**src/rtl/traffic_input_conditioner_if.sv**
```systemverilog
// Signal bundle between the raw field inputs / controller and the input
// conditioner. The conditioner takes the slave side; whoever drives the raw
// inputs and walk_clear (board wiring, controller, testbench) takes master.
interface traffic_input_conditioner_if;
   logic sensor_raw;
   logic walk_raw;
   logic reprogram_raw;
   logic walk_clear;
   logic sensor;
   logic walkRequest;
   logic reprogram;

   modport master (
      output sensor_raw, walk_raw, reprogram_raw, walk_clear,
      input  sensor, walkRequest, reprogram
   );

   modport slave (
      input  sensor_raw, walk_raw, reprogram_raw, walk_clear,
      output sensor, walkRequest, reprogram
   );
endinterface

```
**src/rtl/traffic_input_conditioner.sv**
```systemverilog
// Traffic input conditioner: synchronizes and debounces the three asynchronous
// field inputs (side-street sensor, walk button, reprogram button) and turns
// them into the levels/pulses the traffic controller expects:
//   sensor      - debounced level of the sensor contact
//   walkRequest - sticky request, set by a debounced walk press, cleared by
//                 walk_clear (a simultaneous new press wins so no request is lost)
//   reprogram   - one-cycle pulse per debounced reprogram press
// There is no handshake here: outputs are plain levels/pulses sampled by the
// controller every cycle, and walk_clear is a one-cycle acknowledge.
module traffic_input_conditioner #(
   parameter int unsigned DEBOUNCE_CYCLES = 4   // legal 1..255
) (
   input  logic                          clk,
   input  logic                          reset,
   traffic_input_conditioner_if.slave    tic
);

   localparam int unsigned NCH       = 3;
   localparam int unsigned CH_SENSOR = 0;
   localparam int unsigned CH_WALK   = 1;
   localparam int unsigned CH_REPROG = 2;

   // Counter value on which the next differing cycle commits the new level.
   localparam logic [7:0] DB_LAST = 8'(DEBOUNCE_CYCLES - 1);

   logic [NCH-1:0] raw;
   logic [NCH-1:0] sync1_d, sync1_q;
   logic [NCH-1:0] sync2_d, sync2_q;
   logic [NCH-1:0] clean_d, clean_q;
   logic [NCH-1:0] prev_d, prev_q;      // clean delayed one cycle, for edge detect
   logic [NCH-1:0] rise;
   logic [7:0]     cnt_d [NCH];
   logic [7:0]     cnt_q [NCH];
   logic           reprogram_d, reprogram_q;
   logic           walk_req_d, walk_req_q;

   assign raw = {tic.reprogram_raw, tic.walk_raw, tic.sensor_raw};

   // Next-state: synchronizer shift, per-channel debounce, edge detect, walk latch.
   always_comb begin
      sync1_d     = raw;
      sync2_d     = sync1_q;
      clean_d     = clean_q;
      prev_d      = clean_q;
      reprogram_d = 1'b0;
      walk_req_d  = walk_req_q;
      for (int i = 0; i < NCH; i++) begin
         cnt_d[i] = 8'd0;
         if (sync2_q[i] != clean_q[i]) begin
            // Commit on the cycle the count would reach DEBOUNCE_CYCLES, so the
            // counter itself never holds that value and cannot wrap.
            if (cnt_q[i] == DB_LAST) begin
               clean_d[i] = sync2_q[i];
            end else begin
               cnt_d[i] = cnt_q[i] + 8'd1;
            end
         end
      end

      rise        = clean_q & ~prev_q;
      reprogram_d = rise[CH_REPROG];

      // A new press in the same cycle as walk_clear keeps the request.
      if (rise[CH_WALK]) begin
         walk_req_d = 1'b1;
      end else if (tic.walk_clear) begin
         walk_req_d = 1'b0;
      end
   end

   // State register with synchronous reset; reset also drops partial counts.
   always_ff @(posedge clk) begin
      if (reset) begin
         sync1_q     <= '0;
         sync2_q     <= '0;
         clean_q     <= '0;
         prev_q      <= '0;
         cnt_q       <= '{default: 8'd0};
         reprogram_q <= 1'b0;
         walk_req_q  <= 1'b0;
      end else begin
         sync1_q     <= sync1_d;
         sync2_q     <= sync2_d;
         clean_q     <= clean_d;
         prev_q      <= prev_d;
         cnt_q       <= cnt_d;
         reprogram_q <= reprogram_d;
         walk_req_q  <= walk_req_d;
      end
   end

   assign tic.sensor      = clean_q[CH_SENSOR];
   assign tic.walkRequest = walk_req_q;
   assign tic.reprogram   = reprogram_q;

endmodule

```
**src/flat_wrapper.sv**
```systemverilog
// flat-port wrapper written by rule: the top's interface ports become plain ports
module traffic_input_conditioner_flat 
#(
   parameter int unsigned DEBOUNCE_CYCLES = 4                  
)
  (clk, reset, tic_sensor_raw, tic_walk_raw, tic_reprogram_raw, tic_walk_clear, tic_sensor, tic_walkRequest, tic_reprogram);
  traffic_input_conditioner_if tic_i ();
  input  logic clk;
  input  logic reset;
  input wire logic [$bits(tic_i.sensor_raw)-1:0] tic_sensor_raw;
  input wire logic [$bits(tic_i.walk_raw)-1:0] tic_walk_raw;
  input wire logic [$bits(tic_i.reprogram_raw)-1:0] tic_reprogram_raw;
  input wire logic [$bits(tic_i.walk_clear)-1:0] tic_walk_clear;
  output wire logic [$bits(tic_i.sensor)-1:0] tic_sensor;
  output wire logic [$bits(tic_i.walkRequest)-1:0] tic_walkRequest;
  output wire logic [$bits(tic_i.reprogram)-1:0] tic_reprogram;
  assign tic_i.sensor_raw = tic_sensor_raw;
  assign tic_i.walk_raw = tic_walk_raw;
  assign tic_i.reprogram_raw = tic_reprogram_raw;
  assign tic_i.walk_clear = tic_walk_clear;
  assign tic_sensor = tic_i.sensor;
  assign tic_walkRequest = tic_i.walkRequest;
  assign tic_reprogram = tic_i.reprogram;
  traffic_input_conditioner #(.DEBOUNCE_CYCLES(DEBOUNCE_CYCLES)) u_core (.clk(clk), .reset(reset), .tic(tic_i));
endmodule
```
**config.mk**
```make
export PLATFORM = sky130hd
export DESIGN_NAME = traffic_input_conditioner_flat
export DESIGN_NICKNAME = d
export VERILOG_FILES = /design/src/rtl/traffic_input_conditioner_if.sv /design/src/rtl/traffic_input_conditioner.sv /design/src/flat_wrapper.sv
export SDC_FILE = /design/constraint.sdc
export NUM_CORES = 1
export LEC_CHECK = 0
export CAP_MARGIN = 0
export CORE_UTILIZATION = 35
export DETAILED_ROUTE_END_ITERATION = 8
export HOLD_SLACK_MARGIN = 0.06
export MAX_ROUTING_LAYER = met4
export REMOVE_ABC_BUFFERS = 1
export SLEW_MARGIN = 20
export SYNTH_ARGS = -nofsm -noshare
export SYNTH_HDL_FRONTEND = slang
export SYNTH_SLANG_ARGS = --single-unit
```
**constraint.sdc**
```tcl
create_clock -name clk -period 1.6 [get_ports clk]
set_clock_uncertainty 0.05 [all_clocks]
set_input_delay 0.32 -clock clk [delete_from_list [all_inputs] [get_ports clk]]
set_output_delay 0.32 -clock clk [all_outputs]
set_load 0.02 [all_outputs]
```
==> flow_summary.yaml <==
power:
  p_clk_frac: 0.384
  irDropWorstVdd_mv: 0.4611
  p_int_mw: 1.258
  p_switching_mw: 0.3385
  comb_power_share: 0.030
  power_density_mw_per_mm2: 870.3
  p_leak_nw: 0.6972
  p_sw_frac: 0.2120
  pwr-share-seq: 0.586
synth:
  yosys.area_share.simple: 0.2392
  synth_compound_area_frac: 0.1054
  synth_area_mm2: 0.001449
  synth_adder_area_share: 0.04318
  yosys_warnings: 0
  ys_ff_latch: 37
  ys.flop_type: "dfxtp_1"
  synthXorXnorAreaFrac: 0.07254
  muxShareOfSynthArea: 0
  ys_seq_area_frac: 0.5112
  synthCells: 154
  avgSynthCellArea_um2: 9.408
  yosysTopAreaCell: "dfxtp_1"
  synth_common_cells: "37 x dfxtp_1, 15 x or3_1, 14 x nor2_1"
  synthMostInstantiatedCell: "dfxtp_1"
  yosysUniqueCellTypes: 19
  async_flop_share: 0
  netlist.area_leader.share: 0.5112
  synthTopCellsByArea: "dfxtp_1 51%, or3_1 6.5%, a21oi_1 4.5%"
  synth-edff-count: 0
  synth_top_family_by_area: "simple AND/OR/NAND/NOR gates"
setup_path:
  worstPathArrival_ps: 1790
  r2r_end: "u_core.clean_q[0]$_SDFFE_PP0P_"
  path_max_fanout: 3
  crit_path_start: "u_core.cnt_q[16]$_SDFF_PP0_"
  reg2reg_slack_ps: -10
  cp-end-kind: "register"
  startpoint_type: "register"
  worstRegToRegCells: 4
  worstPathRequired_ps: 1780
  rr_startpoint: "u_core.cnt_q[16]$_SDFF_PP0_"
  critPathCapture: "u_core.clean_q[0]$_SDFFE_PP0P_"
  crit_type: "register to register"
timing:
  finalMaxSlewViolations: 0
  fmax_mhz: 621.1
  setup_viol: 1
  rsz0062_at_grt: "yes"
  final.min_clock_period_ps: 1610
  worst_slew_pin_slew_ps: 280.6
  tns_ps: -10.16
  finalCritPeriodShare: 1.006
  slew_headroom: 0.8121
  worst_slack_ps: -10.16
  hold_viol: 0
die:
  start_util: 0.3622
  dieArea_mm2: 0.004401
  die_x_um: 66.34
  coreArea_mm2: 0.004000
  io_pins: 9
  num_rows: 23
  die_h_um: 66.34
placed_design:
  dp_hpwl_um: 1925
  place_area_mm2: 0.001678
  gp_congestion: 0.7034
  port_buffers: 8
final_layout:
  syn_to_final_growth_pct: 26.60
  design_area_mm2: 0.001834
  antenna_cells: 0
  multi_input_area_um2: 721.9
  nFillCells: 370
  layout.nets: 192
  final-seq-area_um2: 748.2
  final_layout_size_suffix_gt1_frac: 0.1923
cts:
  cts-root-buf: "clkbuf_8"
  clk_latency_ps: 290
  cts_made_buffers: 5
  cts.path.max_buffers: 2
  cts.sinks: 37
  path_clk_slew_ps: 70
  postCtsHoldBufs: 0
  cts_tree: "built"
  h-tree-depth: 2
route:
  routed_wl_um: 2658
  vias: 1127
  drt_first_pass_iters: 4
  wire_per_inst_um: 11.46
  first_iter_violations: 78
  ant_nets: 0
  viasPerCell: 4.858
  drc_errors: 0
global_routing:
  grt_max_degree: 13
  grt-ovfl-total: 0
  grt_first_pass_wirelength_um: 4623
  grt_pass1_vias: 1157
  track_usage: 0.1470
  antenna_found_initial: 0
worst_hold_path:
  whs_path_depth: 1
  min-delay-start: "u_core.prev_q[2]$_SDFF_PP0_"
  hold_path_class: "register to register"
status:
  status: "finished, violations left"
  violations: "setup timing"
run:
  max-cap-violations: 0
flip-flops by register name, summed over array words and instances (netlist names):
name and cells:
u_core.clean_q 3, u_core.cnt_q 24, u_core.prev_q 2, u_core.sync1_q 3, u_core.sync2_q 3, u_core.tic.reprogram 1
u_core.tic.walkRequest 1
cell usage in the layout, fill, tap and decap left out:
| cell | count |
|---|---|
| nand2b_1 | 2 |
| nor2b_1 | 9 |
| dfxtp_1 | 31 |
| or3_1 | 14 |
| ha_4 | 3 |
| buf_4 | 13 |
| dlymetal6s2s_1 | 2 |
| nand4_1 | 3 |
| clkbuf_1 | 1 |
| or4b_4 | 3 |
| or3_4 | 1 |
| xor2_1 | 6 |
| clkinv_2 | 2 |
| clkbuf_8 | 5 |
| a21oi_1 | 12 |
| and3_1 | 1 |
| dfxtp_2 | 6 |
| ha_1 | 2 |
| dlygate4sd2_1 | 1 |
| nor2_1 | 14 |
| o21ai_0 | 12 |
| nand2_1 | 4 |
| clkdlybuf4s50_1 | 5 |
| nand3_1 | 10 |
| xnor2_1 | 6 |
| a21oi_2 | 1 |
| o211ai_4 | 1 |
| o211ai_1 | 2 |
| inv_1 | 10 |
worst min path at each step:
stage / to
6_report: u_core.tic.reprogram$_SDFF_PP0_
5_1_grt: u_core.tic.reprogram$_SDFF_PP0_
4_1_cts: u_core.tic.reprogram$_SDFF_PP0_
3_5_place_dp: u_core.tic.reprogram$_SDFF_PP0_
3_3_place_gp: u_core.tic.reprogram$_SDFF_PP0_
2_1_floorplan: u_core.tic.reprogram$_SDFF_PP0_
per-stage QoR:
step	instances	total power [mW]	setup WS [ps]	hold slack [ps]	util
after global routing	232	1.670	-56.65	358.9	0.4586
final	232	1.596	-10.16	337.6	0.4586
after CTS	231	1.613	-17.13	343.5	0.4420
after detailed placement	223	1.001	-35.54	333.5	0.4195
after floorplan	153	0.9715	-89.83	317.4	-
after global placement	223	0.9983	28.94	322.0	0.4195
cells by family after synthesis:
logic type / Yosys count
compound gates: 28
buf+inv: 11
fa+ha+maj: 5
simple gates: 61
flops: 37
xor+xnor: 12
worst max-delay path: stages, from the launching register on:
cell,delay (ps)
dfxtp_2,360
ha_4,140
or4b_4,480
or3_4,380
a21oi_2,140
final cells by class:
type	count	share of cell area
clock buffers	6	0.03956
clock inverters	2	0.005457
inverters	10	0.02046
multi-input cells	106	0.3936
flip-flops and latches	37	0.4079
well taps	50	0.03411
repair buffers	21	0.09891
repair_timing:
action,4_1_cts,5_1_grt
pin swaps,0,4
setup buffers,0,1
gates resized for setup,2,16
cloned,0,0
setup endpoints to repair,9,23
power groups by stage:
stage                     Clock, mW  Combinational [mW]  Sequential (mW)
after floorplan                   0              0.0161            0.955
after global placement            0              0.0437            0.955
after detailed placement          0              0.0453            0.955
after CTS                     0.632              0.0469            0.934
after global routing          0.681              0.0537            0.936
final                         0.613              0.0478            0.936
layer usage:
layer	GRT usage	wire length [um]	vias to the layer above
met5	-	0	-
met4	0.08245	57	0
met3	0.04655	111	8
met2	0.2462	1294	20
met1	0.1521	1195	516
li1	-	-	583
Power figures use the tool's default switching activity.
==> variant, RTL diff (same settings) <==
Make the reset (`reset`) asynchronous in one clocked block. Comments in the files are not updated.
--- a/src/rtl/traffic_input_conditioner.sv
+++ b/src/rtl/traffic_input_conditioner.sv
@@ -71,3 +71,3 @@
    // State register with synchronous reset; reset also drops partial counts.
-   always_ff @(posedge clk) begin
+   always_ff @(posedge clk or posedge reset) begin
       if (reset) begin
Function: differs if reset is asserted again (counterexample within 10 cycles, from zero or initial values and one cycle with reset high); with reset held inactive, the same outputs for 10 cycles.
==> variant against the original RTL <==
Worst setup slack improved by 140 ps. Area after synthesis increased by 9.7%. Sequential cell count unchanged. Non-clock buffer count decreased by 11. Final area decreased by 0.14%. Wire length decreased by 4.2%. Critical path type unchanged.
Power is not compared: it rests on default switching activity, and its combinational part moved more than twofold at a synthesized area within 25%.
==> variant: results (changes against the original RTL) <==
* Most used standard cells in the synthesized netlist: dfrtp_1 (37), nor2_1 (15), nand3_1 (12)
- In the synthesized netlist the dominant register cell turns out to be dfrtp_1.
- The pin count of the biggest net entering global routing is 30 (+17).
- The share of layout cells above drive strength 1 came to 10.06% (-9.2 points).
* Fraction of registers with async set or reset after synthesis: 100.0% (+100 points)
- The peak fanout along the critical path is 7 (+4).
- The global routing usage on met3 was 4.797% (+0.14 points).
- Hold/Removal Path Class: in2async
- The data arrival at the endpoint of the critical path was 1580 ps (-210 ps).
* Routed vias/inst: 4.886 (+0.59%)
- The sequential cell area fraction in the yosys report is 58.27% (+7.1 points).
- Worst hold slack after final layout: 283.7 ps (-53.91 ps)
- Met1 usage in global routing: 15.44% (+0.24 points)
- The post-synthesis share of cell area spent on xor and xnor gates was 6.614% (-0.64 points).
- Met3 WL: 92 um (-17%)
- Metal2 WL: 1.213 mm (-6.3%)
* Outcome: completed
- Global-route usage over all layers: 12.88% (-1.8 points)
* Portion of netlist area occupied by mux cells: 1.417% (+1.4 points)
- The number of distinct library cells after synthesis was 21 (+2).
- Highest-delay cell along the critical path: dfrtp_1
- Initial DRC Count: 40 (-49%)
- Routed metal-1 wirelength: 1.215 mm (+1.7%)
- Slew at the pin with the worst max-slew slack: 354.8 ps (+74.20 ps)
- Routing usage on met2: 19.53% (-5.1 points)
- CP peak stage delay: 430 ps (-50 ps)
* Setup violations, final: 0 (-1)
- The adder and majority cell fraction of the synthesized area was 4.724% (+0.41 points).
- Overall power consumption: 0.002490 W
* Launch point of the critical path: u_core.cnt_q[8]
- The final weighted congestion of routability-driven global placement came to 0.8154 (+16%).
- The global-route wire length before repair is 4.726 mm (+2.2%).
* Slack of the worst reg-to-reg path: 130 ps (+140 ps)
* Critical path destination: u_core.cnt_q[10]
- By area the synthesized netlist is led by dfrtp_1 (58%), ha_1 (4.7%), nand3_1 (3.8%), nor2_1 (3.5%), or3_1 (3.5%).
- The number of global-route vias before repair was 1088 (-6.0%).
## variant: cell type report
cell class                      count  share of cell area, %
Inverter                            9                  1.844
Tap cell                           52                  3.552
Sequential cell                    37                  50.55
Clock inverter                      2                 0.5464
Timing Repair Buffer               10                  5.191
Clock buffer                        6                  3.962
Multi-Input combinational cell     95                  34.36
## variant: critical path: cells and delay by family (launching register included)
family | cells | cell delay (ps)
compound gates | 1 | 300
fa+ha+maj | 1 | 190
flops | 1 | 430
simple gates | 2 | 380
## variant: through the flow
step	setup slack, ps	instances	area (um^2)
after floorplan	269.4	141	1589
after global placement	171.7	203	1749
after detailed placement	136.5	203	1749
after CTS	10.23	211	1829
after global routing	2.860	211	1832
final	131.0	211	1832
## variant: repair_timing
| action | in CTS | in global routing |
|---|---|---|
| pin swaps | 0 | 0 |
| setup endpoints to repair | 2 | 1 |
| endpoints found under the hold margin | 0 | 0 |
| gates resized for setup | 2 | 1 |
